### config.mk
export PLATFORM = sky130hd
export DESIGN_NAME = sram_arbiter_flat
export DESIGN_NICKNAME = d
export VERILOG_FILES = /design/src/rtl/sram_arbiter_if.sv /design/src/rtl/sram_arbiter.sv /design/src/flat_wrapper.sv
export SDC_FILE = /design/constraint.sdc
export NUM_CORES = 1
export LEC_CHECK = 0
export CAP_MARGIN = 20
export CORE_MARGIN = 5
export CORE_UTILIZATION = 35
export CTS_BUF_LIST = sky130_fd_sc_hd__clkbuf_8
export CTS_CLUSTER_SIZE = 20
export DETAILED_ROUTE_END_ITERATION = 8
export PLACE_DENSITY = 0.78
export SLEW_MARGIN = 20
export SYNTH_ARGS = -nofsm -noshare
export SYNTH_HDL_FRONTEND = slang
export SYNTH_SLANG_ARGS = --single-unit
### constraint.sdc
create_clock -name clk28 -period 2.8 [get_ports clk28]
set_clock_uncertainty 0.05 [all_clocks]
set_input_delay 0.56 -clock clk28 [delete_from_list [all_inputs] [get_ports clk28]]
set_output_delay 0.56 -clock clk28 [all_outputs]
set_load 0.02 [all_outputs]
### src/rtl/sram_arbiter_if.sv
// sram_arbiter_if: bundles the requester, result and SRAM pin signals of sram_arbiter.
//   vid_*  : video read request (req/addr in), ack/valid/data out
//   cpu_*  : CPU request (req/we/addr/wdata in), rdata/done/wait out
//   up_*   : ULAplus request (req/we/addr/wdata in), rdata/done out
//   sram_* : SRAM address/data/strobes out, sram_din in
// Modports: master = requesters plus the SRAM data pins; slave = the arbiter.
interface sram_arbiter_if;
    logic        vid_req;
    logic [18:0] vid_addr;
    logic        vid_ack;
    logic        vid_valid;
    logic [7:0]  vid_data;
    logic        cpu_req;
    logic        cpu_we;
    logic [18:0] cpu_addr;
    logic [7:0]  cpu_wdata;
    logic [7:0]  cpu_rdata;
    logic        cpu_done;
    logic        cpu_wait;
    logic        up_req;
    logic        up_we;
    logic [18:0] up_addr;
    logic [7:0]  up_wdata;
    logic [7:0]  up_rdata;
    logic        up_done;
    logic [18:0] sram_a;
    logic [7:0]  sram_dout;
    logic        sram_oe;
    logic [7:0]  sram_din;
    logic        sram_n_rd;
    logic        sram_n_wr;

    modport master (
        output vid_req, vid_addr, cpu_req, cpu_we, cpu_addr, cpu_wdata,
               up_req, up_we, up_addr, up_wdata, sram_din,
        input  vid_ack, vid_valid, vid_data, cpu_rdata, cpu_done, cpu_wait,
               up_rdata, up_done, sram_a, sram_dout, sram_oe, sram_n_rd, sram_n_wr
    );

    modport slave (
        input  vid_req, vid_addr, cpu_req, cpu_we, cpu_addr, cpu_wdata,
               up_req, up_we, up_addr, up_wdata, sram_din,
        output vid_ack, vid_valid, vid_data, cpu_rdata, cpu_done, cpu_wait,
               up_rdata, up_done, sram_a, sram_dout, sram_oe, sram_n_rd, sram_n_wr
    );
endinterface

### src/rtl/sram_arbiter.sv
// sram_arbiter: shares one 8-bit video SRAM port between video fetch, CPU and ULAplus.
// Ports:
//   clk28 : 28 MHz system clock
//   rst_n : asynchronous reset, active low
//   bus   : sram_arbiter_if.slave (requests in, results out, SRAM pins)
// Parameters: ACC_CYCLES (read strobe length / write pulse + 1, >=2),
//             MAX_WAIT (ungranted cycles before a CPU/UP request outranks video).
// Define SRAM_ARB_WRBUF_EN to add a one-entry CPU write-post buffer.
module sram_arbiter #(
    parameter int ACC_CYCLES = 2,
    parameter int MAX_WAIT   = 12
) (
    input logic          clk28,
    input logic          rst_n,
    sram_arbiter_if.slave bus
);
`ifdef SRAM_ARB_WRBUF_EN
    localparam bit WRBUF = 1'b1;
`else
    localparam bit WRBUF = 1'b0;
`endif
    localparam int CW = $clog2(ACC_CYCLES + 1);
    localparam int AW = $clog2(MAX_WAIT + 1);

    typedef enum logic [2:0] {IDLE, RD, WR_SETUP, WR_PULSE, WR_HOLD} state_t;
    typedef enum logic [1:0] {G_NONE, G_VID, G_CPU, G_UP} grant_t;

    state_t      st;
    grant_t      own;
    grant_t      gnt;
    logic [CW-1:0] cnt;
    logic [AW-1:0] cpu_age;
    logic [AW-1:0] up_age;
    logic        cpu_act;
    logic        up_act;
    logic        own_buf;
    logic        buf_full;
    logic [18:0] buf_addr;
    logic [7:0]  buf_data;
    logic        arb;
    logic        fin;
    logic        fin_cpu;
    logic        vid_pend;
    logic        up_pend;
    logic        cpu_direct;
    logic        cpu_src;
    logic        cpu_pro;
    logic        up_pro;
    logic        buf_take;
    logic        g_we;
    logic [18:0] g_addr;
    logic [7:0]  g_data;

    always_comb begin
        arb        = st == IDLE || (st == RD && cnt == '0) || st == WR_HOLD;
        fin        = arb && st != IDLE;
        fin_cpu    = fin && own == G_CPU && !own_buf;
        // A requester is excluded while being served and in its own done cycle.
        vid_pend   = bus.vid_req && !bus.vid_ack;
        up_pend    = bus.up_req && !bus.up_done && !up_act;
        cpu_direct = bus.cpu_req && !bus.cpu_done && !cpu_act && !buf_full && !(WRBUF && bus.cpu_we);
        buf_take   = WRBUF && bus.cpu_req && bus.cpu_we && !bus.cpu_done && !buf_full && !cpu_act;
        // A posted write competes at CPU priority in place of the CPU itself.
        cpu_src    = buf_full || cpu_direct;
        cpu_pro    = cpu_src && cpu_age == AW'(MAX_WAIT);
        up_pro     = up_pend && up_age == AW'(MAX_WAIT);
        gnt        = !arb ? G_NONE : cpu_pro ? G_CPU : up_pro ? G_UP : vid_pend ? G_VID :
                     cpu_src ? G_CPU : up_pend ? G_UP : G_NONE;
        g_we       = gnt == G_CPU ? (buf_full || bus.cpu_we) : (gnt == G_UP && bus.up_we);
        g_addr     = gnt == G_VID ? bus.vid_addr : gnt == G_UP ? bus.up_addr :
                     buf_full ? buf_addr : bus.cpu_addr;
        g_data     = gnt == G_UP ? bus.up_wdata : buf_full ? buf_data : bus.cpu_wdata;
    end

    always_ff @(posedge clk28 or negedge rst_n) begin
        if (!rst_n) begin
            st            <= IDLE;
            own           <= G_NONE;
            own_buf       <= 1'b0;
            cnt           <= '0;
            cpu_age       <= '0;
            up_age        <= '0;
            cpu_act       <= 1'b0;
            up_act        <= 1'b0;
            buf_full      <= 1'b0;
            buf_addr      <= '0;
            buf_data      <= '0;
            bus.vid_ack   <= 1'b0;
            bus.vid_valid <= 1'b0;
            bus.vid_data  <= '0;
            bus.cpu_rdata <= '0;
            bus.cpu_done  <= 1'b0;
            bus.cpu_wait  <= 1'b0;
            bus.up_rdata  <= '0;
            bus.up_done   <= 1'b0;
            bus.sram_a    <= '0;
            bus.sram_dout <= '0;
            bus.sram_oe   <= 1'b0;
            bus.sram_n_rd <= 1'b1;
            bus.sram_n_wr <= 1'b1;
        end else begin
            bus.vid_ack   <= gnt == G_VID;
            bus.vid_valid <= fin && st == RD && own == G_VID;
            bus.cpu_done  <= buf_take || fin_cpu;
            bus.up_done   <= fin && own == G_UP;
            bus.cpu_wait  <= bus.cpu_req && !bus.cpu_done && !fin_cpu && !buf_take;
            cpu_age <= gnt == G_CPU ? '0 : (cpu_src && !cpu_pro) ? cpu_age + 1'b1 : cpu_age;
            up_age  <= gnt == G_UP ? '0 : (up_pend && !up_pro) ? up_age + 1'b1 : up_age;
            if (buf_take) begin
                buf_full <= 1'b1;
                buf_addr <= bus.cpu_addr;
                buf_data <= bus.cpu_wdata;
            end
            case (st)
                RD: if (cnt != '0) cnt <= cnt - 1'b1;
                WR_SETUP: begin
                    st            <= WR_PULSE;
                    bus.sram_n_wr <= 1'b0;
                    cnt           <= CW'(ACC_CYCLES - 2);
                end
                WR_PULSE: begin
                    if (cnt != '0) cnt <= cnt - 1'b1;
                    else begin
                        st            <= WR_HOLD;
                        bus.sram_n_wr <= 1'b1;
                    end
                end
                default: ;
            endcase
            if (fin && st == RD && own == G_VID) bus.vid_data <= bus.sram_din;
            if (fin && st == RD && own == G_CPU) bus.cpu_rdata <= bus.sram_din;
            if (fin && st == RD && own == G_UP) bus.up_rdata <= bus.sram_din;
            if (fin) begin
                cpu_act <= 1'b0;
                up_act  <= 1'b0;
            end
            if (arb) begin
                own     <= gnt;
                own_buf <= gnt == G_CPU && buf_full;
                if (gnt == G_CPU) cpu_act <= !buf_full;
                if (gnt == G_CPU && buf_full) buf_full <= 1'b0;
                if (gnt == G_UP) up_act <= 1'b1;
                if (gnt == G_NONE) begin
                    st            <= IDLE;
                    bus.sram_n_rd <= 1'b1;
                    bus.sram_oe   <= 1'b0;
                end else begin
                    // n_rd and oe switch at the same edge, so they never overlap.
                    st            <= g_we ? WR_SETUP : RD;
                    bus.sram_a    <= g_addr;
                    bus.sram_n_rd <= g_we;
                    bus.sram_oe   <= g_we;
                    bus.sram_dout <= g_we ? g_data : bus.sram_dout;
                    cnt           <= CW'(ACC_CYCLES - 1);
                end
            end
        end
    end
endmodule

### src/flat_wrapper.sv
// flat-port wrapper written by rule: the top's interface ports become plain ports
module sram_arbiter_flat 
#(
    parameter int ACC_CYCLES = 2,
    parameter int MAX_WAIT   = 12
)
  (clk28, rst_n, bus_vid_req, bus_vid_addr, bus_cpu_req, bus_cpu_we, bus_cpu_addr, bus_cpu_wdata, bus_up_req, bus_up_we, bus_up_addr, bus_up_wdata, bus_sram_din, bus_vid_ack, bus_vid_valid, bus_vid_data, bus_cpu_rdata, bus_cpu_done, bus_cpu_wait, bus_up_rdata, bus_up_done, bus_sram_a, bus_sram_dout, bus_sram_oe, bus_sram_n_rd, bus_sram_n_wr);
  sram_arbiter_if bus_i ();
  input logic clk28;
  input logic rst_n;
  input wire logic [$bits(bus_i.vid_req)-1:0] bus_vid_req;
  input wire logic [$bits(bus_i.vid_addr)-1:0] bus_vid_addr;
  input wire logic [$bits(bus_i.cpu_req)-1:0] bus_cpu_req;
  input wire logic [$bits(bus_i.cpu_we)-1:0] bus_cpu_we;
  input wire logic [$bits(bus_i.cpu_addr)-1:0] bus_cpu_addr;
  input wire logic [$bits(bus_i.cpu_wdata)-1:0] bus_cpu_wdata;
  input wire logic [$bits(bus_i.up_req)-1:0] bus_up_req;
  input wire logic [$bits(bus_i.up_we)-1:0] bus_up_we;
  input wire logic [$bits(bus_i.up_addr)-1:0] bus_up_addr;
  input wire logic [$bits(bus_i.up_wdata)-1:0] bus_up_wdata;
  input wire logic [$bits(bus_i.sram_din)-1:0] bus_sram_din;
  output wire logic [$bits(bus_i.vid_ack)-1:0] bus_vid_ack;
  output wire logic [$bits(bus_i.vid_valid)-1:0] bus_vid_valid;
  output wire logic [$bits(bus_i.vid_data)-1:0] bus_vid_data;
  output wire logic [$bits(bus_i.cpu_rdata)-1:0] bus_cpu_rdata;
  output wire logic [$bits(bus_i.cpu_done)-1:0] bus_cpu_done;
  output wire logic [$bits(bus_i.cpu_wait)-1:0] bus_cpu_wait;
  output wire logic [$bits(bus_i.up_rdata)-1:0] bus_up_rdata;
  output wire logic [$bits(bus_i.up_done)-1:0] bus_up_done;
  output wire logic [$bits(bus_i.sram_a)-1:0] bus_sram_a;
  output wire logic [$bits(bus_i.sram_dout)-1:0] bus_sram_dout;
  output wire logic [$bits(bus_i.sram_oe)-1:0] bus_sram_oe;
  output wire logic [$bits(bus_i.sram_n_rd)-1:0] bus_sram_n_rd;
  output wire logic [$bits(bus_i.sram_n_wr)-1:0] bus_sram_n_wr;
  assign bus_i.vid_req = bus_vid_req;
  assign bus_i.vid_addr = bus_vid_addr;
  assign bus_i.cpu_req = bus_cpu_req;
  assign bus_i.cpu_we = bus_cpu_we;
  assign bus_i.cpu_addr = bus_cpu_addr;
  assign bus_i.cpu_wdata = bus_cpu_wdata;
  assign bus_i.up_req = bus_up_req;
  assign bus_i.up_we = bus_up_we;
  assign bus_i.up_addr = bus_up_addr;
  assign bus_i.up_wdata = bus_up_wdata;
  assign bus_i.sram_din = bus_sram_din;
  assign bus_vid_ack = bus_i.vid_ack;
  assign bus_vid_valid = bus_i.vid_valid;
  assign bus_vid_data = bus_i.vid_data;
  assign bus_cpu_rdata = bus_i.cpu_rdata;
  assign bus_cpu_done = bus_i.cpu_done;
  assign bus_cpu_wait = bus_i.cpu_wait;
  assign bus_up_rdata = bus_i.up_rdata;
  assign bus_up_done = bus_i.up_done;
  assign bus_sram_a = bus_i.sram_a;
  assign bus_sram_dout = bus_i.sram_dout;
  assign bus_sram_oe = bus_i.sram_oe;
  assign bus_sram_n_rd = bus_i.sram_n_rd;
  assign bus_sram_n_wr = bus_i.sram_n_wr;
  sram_arbiter #(.ACC_CYCLES(ACC_CYCLES), .MAX_WAIT(MAX_WAIT)) u_core (.clk28(clk28), .rst_n(rst_n), .bus(bus_i));
endmodule
==> results of run 1 <==
-- kinds of logic after synthesis --
kind of cell	share of synthesized area
AOI/OAI and AO/OA	0.155
xor gates and xnor gates	0.0150
adders and majority gates	0.0143
buffers and inverters	0.0286
DFF	0.544
muxes	0.111
and+or+nand+nor	0.133
-- registers in the layout, summed over array words and instances, names as in the netlist, 2 cells and up --
signal,count
u_core.bus.sram_a,19
u_core.bus.cpu_rdata,8
u_core.bus.sram_dout,8
u_core.bus.up_rdata,8
u_core.bus.vid_data,8
u_core.cpu_age,4
u_core.up_age,4
u_core.st,3
u_core.cnt,2
u_core.own,2
-- synth_stat cells, types with 2 or more instances --
| cell type | count |
|---|---|
| a21o_1 | 3 |
| a21oi_1 | 8 |
| a221o_1 | 8 |
| a22oi_1 | 7 |
| and2_1 | 2 |
| and3_1 | 10 |
| buf_2 | 8 |
| buf_4 | 2 |
| clkbuf_1 | 3 |
| dfrtp_1 | 74 |
| dfstp_2 | 2 |
| ha_1 | 4 |
| inv_1 | 6 |
| mux2_2 | 25 |
| mux2i_1 | 7 |
| nand2_1 | 30 |
| nand2b_1 | 2 |
| nand3_1 | 2 |
| nand4_1 | 2 |
| nor2_1 | 26 |
| nor3_2 | 2 |
| nor3b_1 | 2 |
| o211ai_1 | 2 |
| o21ai_0 | 10 |
| o21ai_1 | 2 |
| o22ai_1 | 12 |
| o31ai_1 | 12 |
| or3b_1 | 2 |
| xnor2_1 | 2 |
| xor2_1 | 4 |
-- path summary, 6_finish.rpt --
kind / end / cells after the start
max: u_core.bus.sram_dout[3] / 7
min: u_core.bus.vid_data[1] / 1
max reg2reg: u_core.bus.sram_dout[3] / 7
min reg2reg: u_core.bus.sram_oe / 2
max in group asynchronous: u_core.bus.sram_a[14] / 1
min in group clk28: u_core.bus.sram_oe / 2
-- layout make-up --
cell class,count,area (um^2)
fill,849,4480
sequential,76,1900
timing repair buffer,153,1510
multi-input combinational,207,1500
tap,133,166
clock buffer,9,124
clock inverter,7,67.6
inverter,6,22.5
-- metrics by stage --
step                setup WS [ns]  instance area (um^2)  instances
finish                      0.442                  5300        591
global route                0.282                  5300        591
CTS                         0.466                  5300        591
detailed placement          0.113                  5110        575
global placement            0.178                  5110        575
floorplan                   0.750                  3500        303
-- metal layers --
metal / global-route usage / wire length, um
met1: 0.199 / 3940
met2: 0.288 / 5110
met3: 0.0349 / 477
met4: 0.0730 / 213
met5: 0 / 0
-- power groups by stage --
stage          Sequential, mW  Combinational (mW)  Clock [mW]
6_report                 1.99                3.03       0.816
5_1_grt                  2.07                3.28       0.892
4_1_cts                  1.99                3.07       0.835
3_5_place_dp             2.00                3.07           0
3_3_place_gp             1.98                3.00           0
2_1_floorplan            2.40                1.36           0
-- worst max-delay path, stage by stage, from the launching register on --
cell      delay [ns]
dfrtp_1         0.43
inv_1           0.06
ha_1            0.21
and3_1          0.19
o21ai_1         0.40
a21boi_1        0.22
and2_1          0.30
a221o_1         0.37
==> impl_metrics.csv, run 1 <==
group,metric,value,unit
run_status,outcome,"complete, no violations",
cts,clk_pin_slew_worst_paths,0.08,ns
timing,final-max-slew-violation-count,0,
power_and_ir_drop,ir_drop,0.531,mV
cts,post_cts_resized,0,
floorplanning,io_pins,147,
placed_design,portBuffers,146,
cts,holdBufCountCts,0,
critical_path,crit_path_max_fanout,8,
synthesis,yosysSeqAreaShare,0.544,
grt,grt_pass1_wl,15.4,mm
routing,drcViolationCount,0,
cts,cts-buffers-inserted,9,
routing,via_per_inst,4.94,
routing,dr.first_iter.drc_count,120,
critical_path,worstPathRequired,2.98,ns
critical_path,start_kind,"flip-flop",
synthesis,synth_edf_count,0,
synthesis,ys_warn_count,0,
cts,postCtsSetupBuffers,0,
cts,htreeDepth,3,
grt,overflow,0,
synthesis,synth_seq_cells,76,
synthesis,avgSynthCellArea,11.6,um^2
synthesis,synth.area.top_cells,"dfrtp_1 (53%), mux2_2 (8.0%), nand2_1 (3.2%), nor2_1 (2.8%), o31ai_1 (2.6%)",
timing,layout_min_cycle_time,2.36,ns
grt,grt_max_degree,77,
critical_path,critPathKind,"flip-flop to flip-flop",
floorplanning,initial_core_util,0.358,
routing,wl_per_cell,16.5,um
timing,setup_viol_count_final,0,
min_path,worst_hold_path_type,"input pin to asynchronous set/reset pin",
cts,max-clock-path-buffers,2,
routing,drtAntennaViolNets,0,
grt,first_global_vias,3141,
power_and_ir_drop,combPwrFrac,0.519,
power_and_ir_drop,power.total,5.84,mW
finish,diodes,0,
timing,hold_viol_final,0,
cts,tritoncts,"built",
routing,wl,9.75,mm
routing,vias,2919,
finish,finalNetCount,545,
timing,finalCritPeriodShare,0.842,
timing,tightest_slew,0.939,ns
power_and_ir_drop,p_leak,2.28,nW
finish,final_core_util,0.542,
finish,final_common_cell,"clkdlybuf4s50_1",
grt,antenna_found_initial,0,
cts,clk_latency,0.34,ns
power_and_ir_drop,switching_power,2.32,mW
floorplanning,coreArea,9770,um^2
power_and_ir_drop,pwr-share-clk,0.140,
floorplanning,die_h,110,um
critical_path,cp.arrival,2.53,ns
cts,root_buffer,"clkbuf_8",
grt,grt_use_total,0.166,
floorplanning,placementRows,36,
critical_path,rrSetupSlack,0.44,ns
run,drv_cap,0,
placed_design,hpwl,7.58,mm
synthesis,async_reset_ff_frac,1.00,
synthesis,netlist_area,3500,um^2
timing,max_freq,0.424,GHz
power_and_ir_drop,p_sw_frac,0.398,
critical_path,critPathCaptureType,"flip-flop",
floorplanning,die_width,110,um
timing,holdWs,0.301,ns
finish,syn_to_final_growth,51.2,%
power_and_ir_drop,seqPwrFrac,0.341,
cts,cts_sinks,76,
critical_path,startpoint,"u_core.up_age[0]",
placed_design,place_congestion,0.763,
synthesis,synth_nets,395,
finish,layout.cells.most_common_list,"clkdlybuf4s50_1 (145), dfrtp_1 (74), nand2_1 (30), nor2_1 (26), mux2_2 (25)",
critical_path,r2r_start,"u_core.up_age[0]",
synthesis,syn_inst,303,
power_and_ir_drop,p_per_area,1100,nW/um^2
floorplanning,dieArea,12100,um^2
timing,slew_headroom,0.374,
synthesis,ys.flop_type,"dfrtp_1",
synthesis,synth_cell_types,52,
routing,firstDrtPassIters,4,
finish,drive_gt1_frac,0.138,
timing,rsz0062_at_grt,"no",
timing,final.setup.tns,0,ns
power_and_ir_drop,intPower,3.52,mW
synthesis,synth_top_area_frac,0.529,
synthesis,synth_area_leader_cell,"dfrtp_1",
Note: power is estimated with default switching activity, not from simulation.
==> run 2: changes to the inputs <==
Settings changed: PLACE_DENSITY 0.78 to 0.8.
Clock period 2.8 ns to 2.1 ns, I/O delays scaled along.
==> run 2 against run 1 <==
The flow now finishes with violations (negative hold slack). Sequential power is 31% higher. Clock-buffer cell count is 1 higher. Die area stayed put. Critical path depth is 2 lower. Cell count is 4.4% higher. Highest routed layer unchanged. Clock power is 69% higher. Critical endpoint is now u_core.bus.sram_dout[2]. Routed wire length is 5.0% higher. Cell area is 5.5% higher.
==> impl_metrics.csv, run 2 (synthesis gave the netlist of run 1 again) <==
group,metric,value,unit
floorplanning,die_h,110,um
routing,dr.first_iter.drc_count,144,
routing,vias,3036,
cts,tritoncts,"built",
cts,holdBufCountCts,0,
floorplanning,io_pins,147,
grt,grt_use_met1,0.211,
floorplanning,dieArea,12100,um^2
power_and_ir_drop,seqPwrFrac,0.307,
floorplanning,placementRows,36,
timing,hold_viol_final,1,
critical_path,worstPathRequired,2.28,ns
cts,max-clock-path-buffers,2,
critical_path,cp.arrival,2.21,ns
cts,htreeDepth,3,
critical_path,critPathCaptureType,"flip-flop",
critical_path,startpoint,"bus_cpu_req",
cts,clk_latency,0.35,ns
finish,drive_gt1_frac,0.190,
run_status,outcome,"finished, violations left",
placed_design,portBuffers,146,
timing,max_freq,0.490,GHz
cts,root_buffer,"clkbuf_8",
floorplanning,die_width,110,um
placed_design,hpwl,7.98,mm
critical_path,critical_path.cell_chain,"clkdlybuf4s50_1, or3b_4, o211a_4, and2_1, a221o_1",
critical_path,r2r_start,"u_core.cpu_age[1]",
finish,top_register,"u_core.bus.sram_a",
routing,via_per_inst,4.92,
grt,first_global_vias,3332,
grt,met2_usage,0.310,
power_and_ir_drop,intPower,5.24,mW
timing,rsz0062_at_grt,"yes",
floorplanning,initial_core_util,0.358,
timing,tightest_slew,0.544,ns
cts,postCtsSetupBuffers,0,
grt,overflow,0,
floorplanning,coreArea,9770,um^2
power_and_ir_drop,combPwrFrac,0.529,
routing,firstDrtPassIters,6,
timing,finalCritPeriodShare,0.971,
routing,drtAntennaViolNets,0,
finish,layout.cells.most_common_list,"clkdlybuf4s50_1 (145), dfrtp_1 (74), buf_4 (32), nand2_1 (30), nor2_1 (26)",
placed_design,place_congestion,0.849,
finish,final_common_cell,"clkdlybuf4s50_1",
finish,syn_to_final_growth,59.6,%
grt,grt-busiest-layer,"met2",
routing,drcViolationCount,0,
power_and_ir_drop,power.total,8.46,mW
power_and_ir_drop,switching_power,3.22,mW
critical_path,crit_slowest_cell,"clkdlybuf4s50_1",
placed_design,postPlaceCellArea,5330,um^2
min_path,worst_hold_path_type,"input pin to asynchronous set/reset pin",
finish,final_core_util,0.572,
critical_path,critPathKind,"input pin to flip-flop",
power_and_ir_drop,p_leak,2.44,nW
finish,diodes,0,
cts,clk_pin_slew_worst_paths,0.08,ns
finish,stdcell_area,5590,um^2
power_and_ir_drop,p_sw_frac,0.380,
placed_design,pre_cts_ws,-0.355,ns
routing,wl_per_cell,16.6,um
timing,final-max-slew-violation-count,0,
critical_path,critPathMaxStageDelay,0.49,ns
critical_path,start_kind,"input pin",
finish,largest_reg_flops,19,
cts,cts-buffers-inserted,9,
timing,holdWs,-0.00300,ns
power_and_ir_drop,pwr-share-clk,0.163,
finish,nFillCells,841,
grt,antenna_found_initial,0,
grt,grt_pass1_wl,16.5,mm
power_and_ir_drop,p_per_area,1510,nW/um^2
run_status,violations,"negative hold slack",
run,drv_cap,0,
timing,setup_viol_count_final,0,
critical_path,crit_path_max_fanout,8,
timing,worst_slack,0.0612,ns
timing,layout_min_cycle_time,2.04,ns
finish,finalNetCount,571,
power_and_ir_drop,ir_drop,0.644,mV
timing,slew_headroom,0.638,
cts,cts_sinks,76,
routing,wl,10.2,mm
grt,grt_max_degree,43,
grt,grt_use_total,0.177,
grt,met3_usage,0.0414,
run 2: cell types whose count changed in the layout (fill, tap and decap cells not counted), sizes merged:
cell | previous run | this run
buf | 8 | 34
bufinv | 1 | 3
clkinvlp | 2 | 0
clkbuf | 9 | 10
clkinv | 2 | 1
run 2: final timing paths:
kind	end	cells after the start	slack, ns
min reg2reg	u_core.bus.sram_a[14]	2	0.43
min in group clk28	u_core.bus.sram_a[14]	2	0.43
min	u_core.bus.sram_oe	1	-0.003
max	u_core.bus.sram_dout[2]	5	0.06
max in group asynchronous	u_core.up_age[0]	2	1.44
max reg2reg	u_core.bus.sram_a[7]	8	0.07
run 2: timing repair:
| item | CTS | global route |
|---|---|---|
| endpoints found under the setup margin | 0 | 20 |
| gates resized for setup | 0 | 4 |
| endpoints found under the hold margin | 0 | 0 |
run 2: power groups by stage:
stage / Combinational, mW / Clock, mW / Sequential, mW
floorplan: 1.81 / 0 / 3.19
global placement: 4.36 / 0 / 2.59
detailed placement: 4.49 / 0 / 2.62
CTS: 4.50 / 1.41 / 2.60
global route: 4.81 / 1.50 / 2.69
finish: 4.48 / 1.38 / 2.60
run 2: metal layers:
metal | share of wire | routed length [um]
met1 | 0.40 | 4140
met2 | 0.54 | 5480
met3 | 0.042 | 433
met4 | 0.018 | 182
met5 | 0 | 0
run 2: layout make-up:
type                    instances  area [um^2]  share of cell area
well taps                     133          166              0.0298
multi-input cells             207         1520               0.271
repair buffers                179         1730               0.310
clock inverters                 6          111              0.0199
clock buffers                  10          138              0.0246
inverters                       6         22.5             0.00403
flip-flops and latches         76         1900               0.341
run 2: per-stage QoR:
stage          setup TNS [ns]  std cells
3_5_place_dp            -9.88        601
4_1_cts                     0        617
3_3_place_gp            -8.17        601
6_report                    0        617
2_1_floorplan               0        303
5_1_grt               -0.0103        617
run 2: worst max-delay path: cells and delay by family:
family	cells	cell delay [ns]
AND/OR/NAND/NOR	2	0.64
buffers and inverters	1	0.49
AO/OA/AOI/OAI	2	0.67
==> run 3: changes to the inputs <==
Settings changed: CTS_BUF_LIST sky130_fd_sc_hd__clkbuf_8 to sky130_fd_sc_hd__clkbuf_8 sky130_fd_sc_hd__clkbuf_16.
==> results of run 3 <==
Final layout, timing and power as in run 2 (identical DEF).
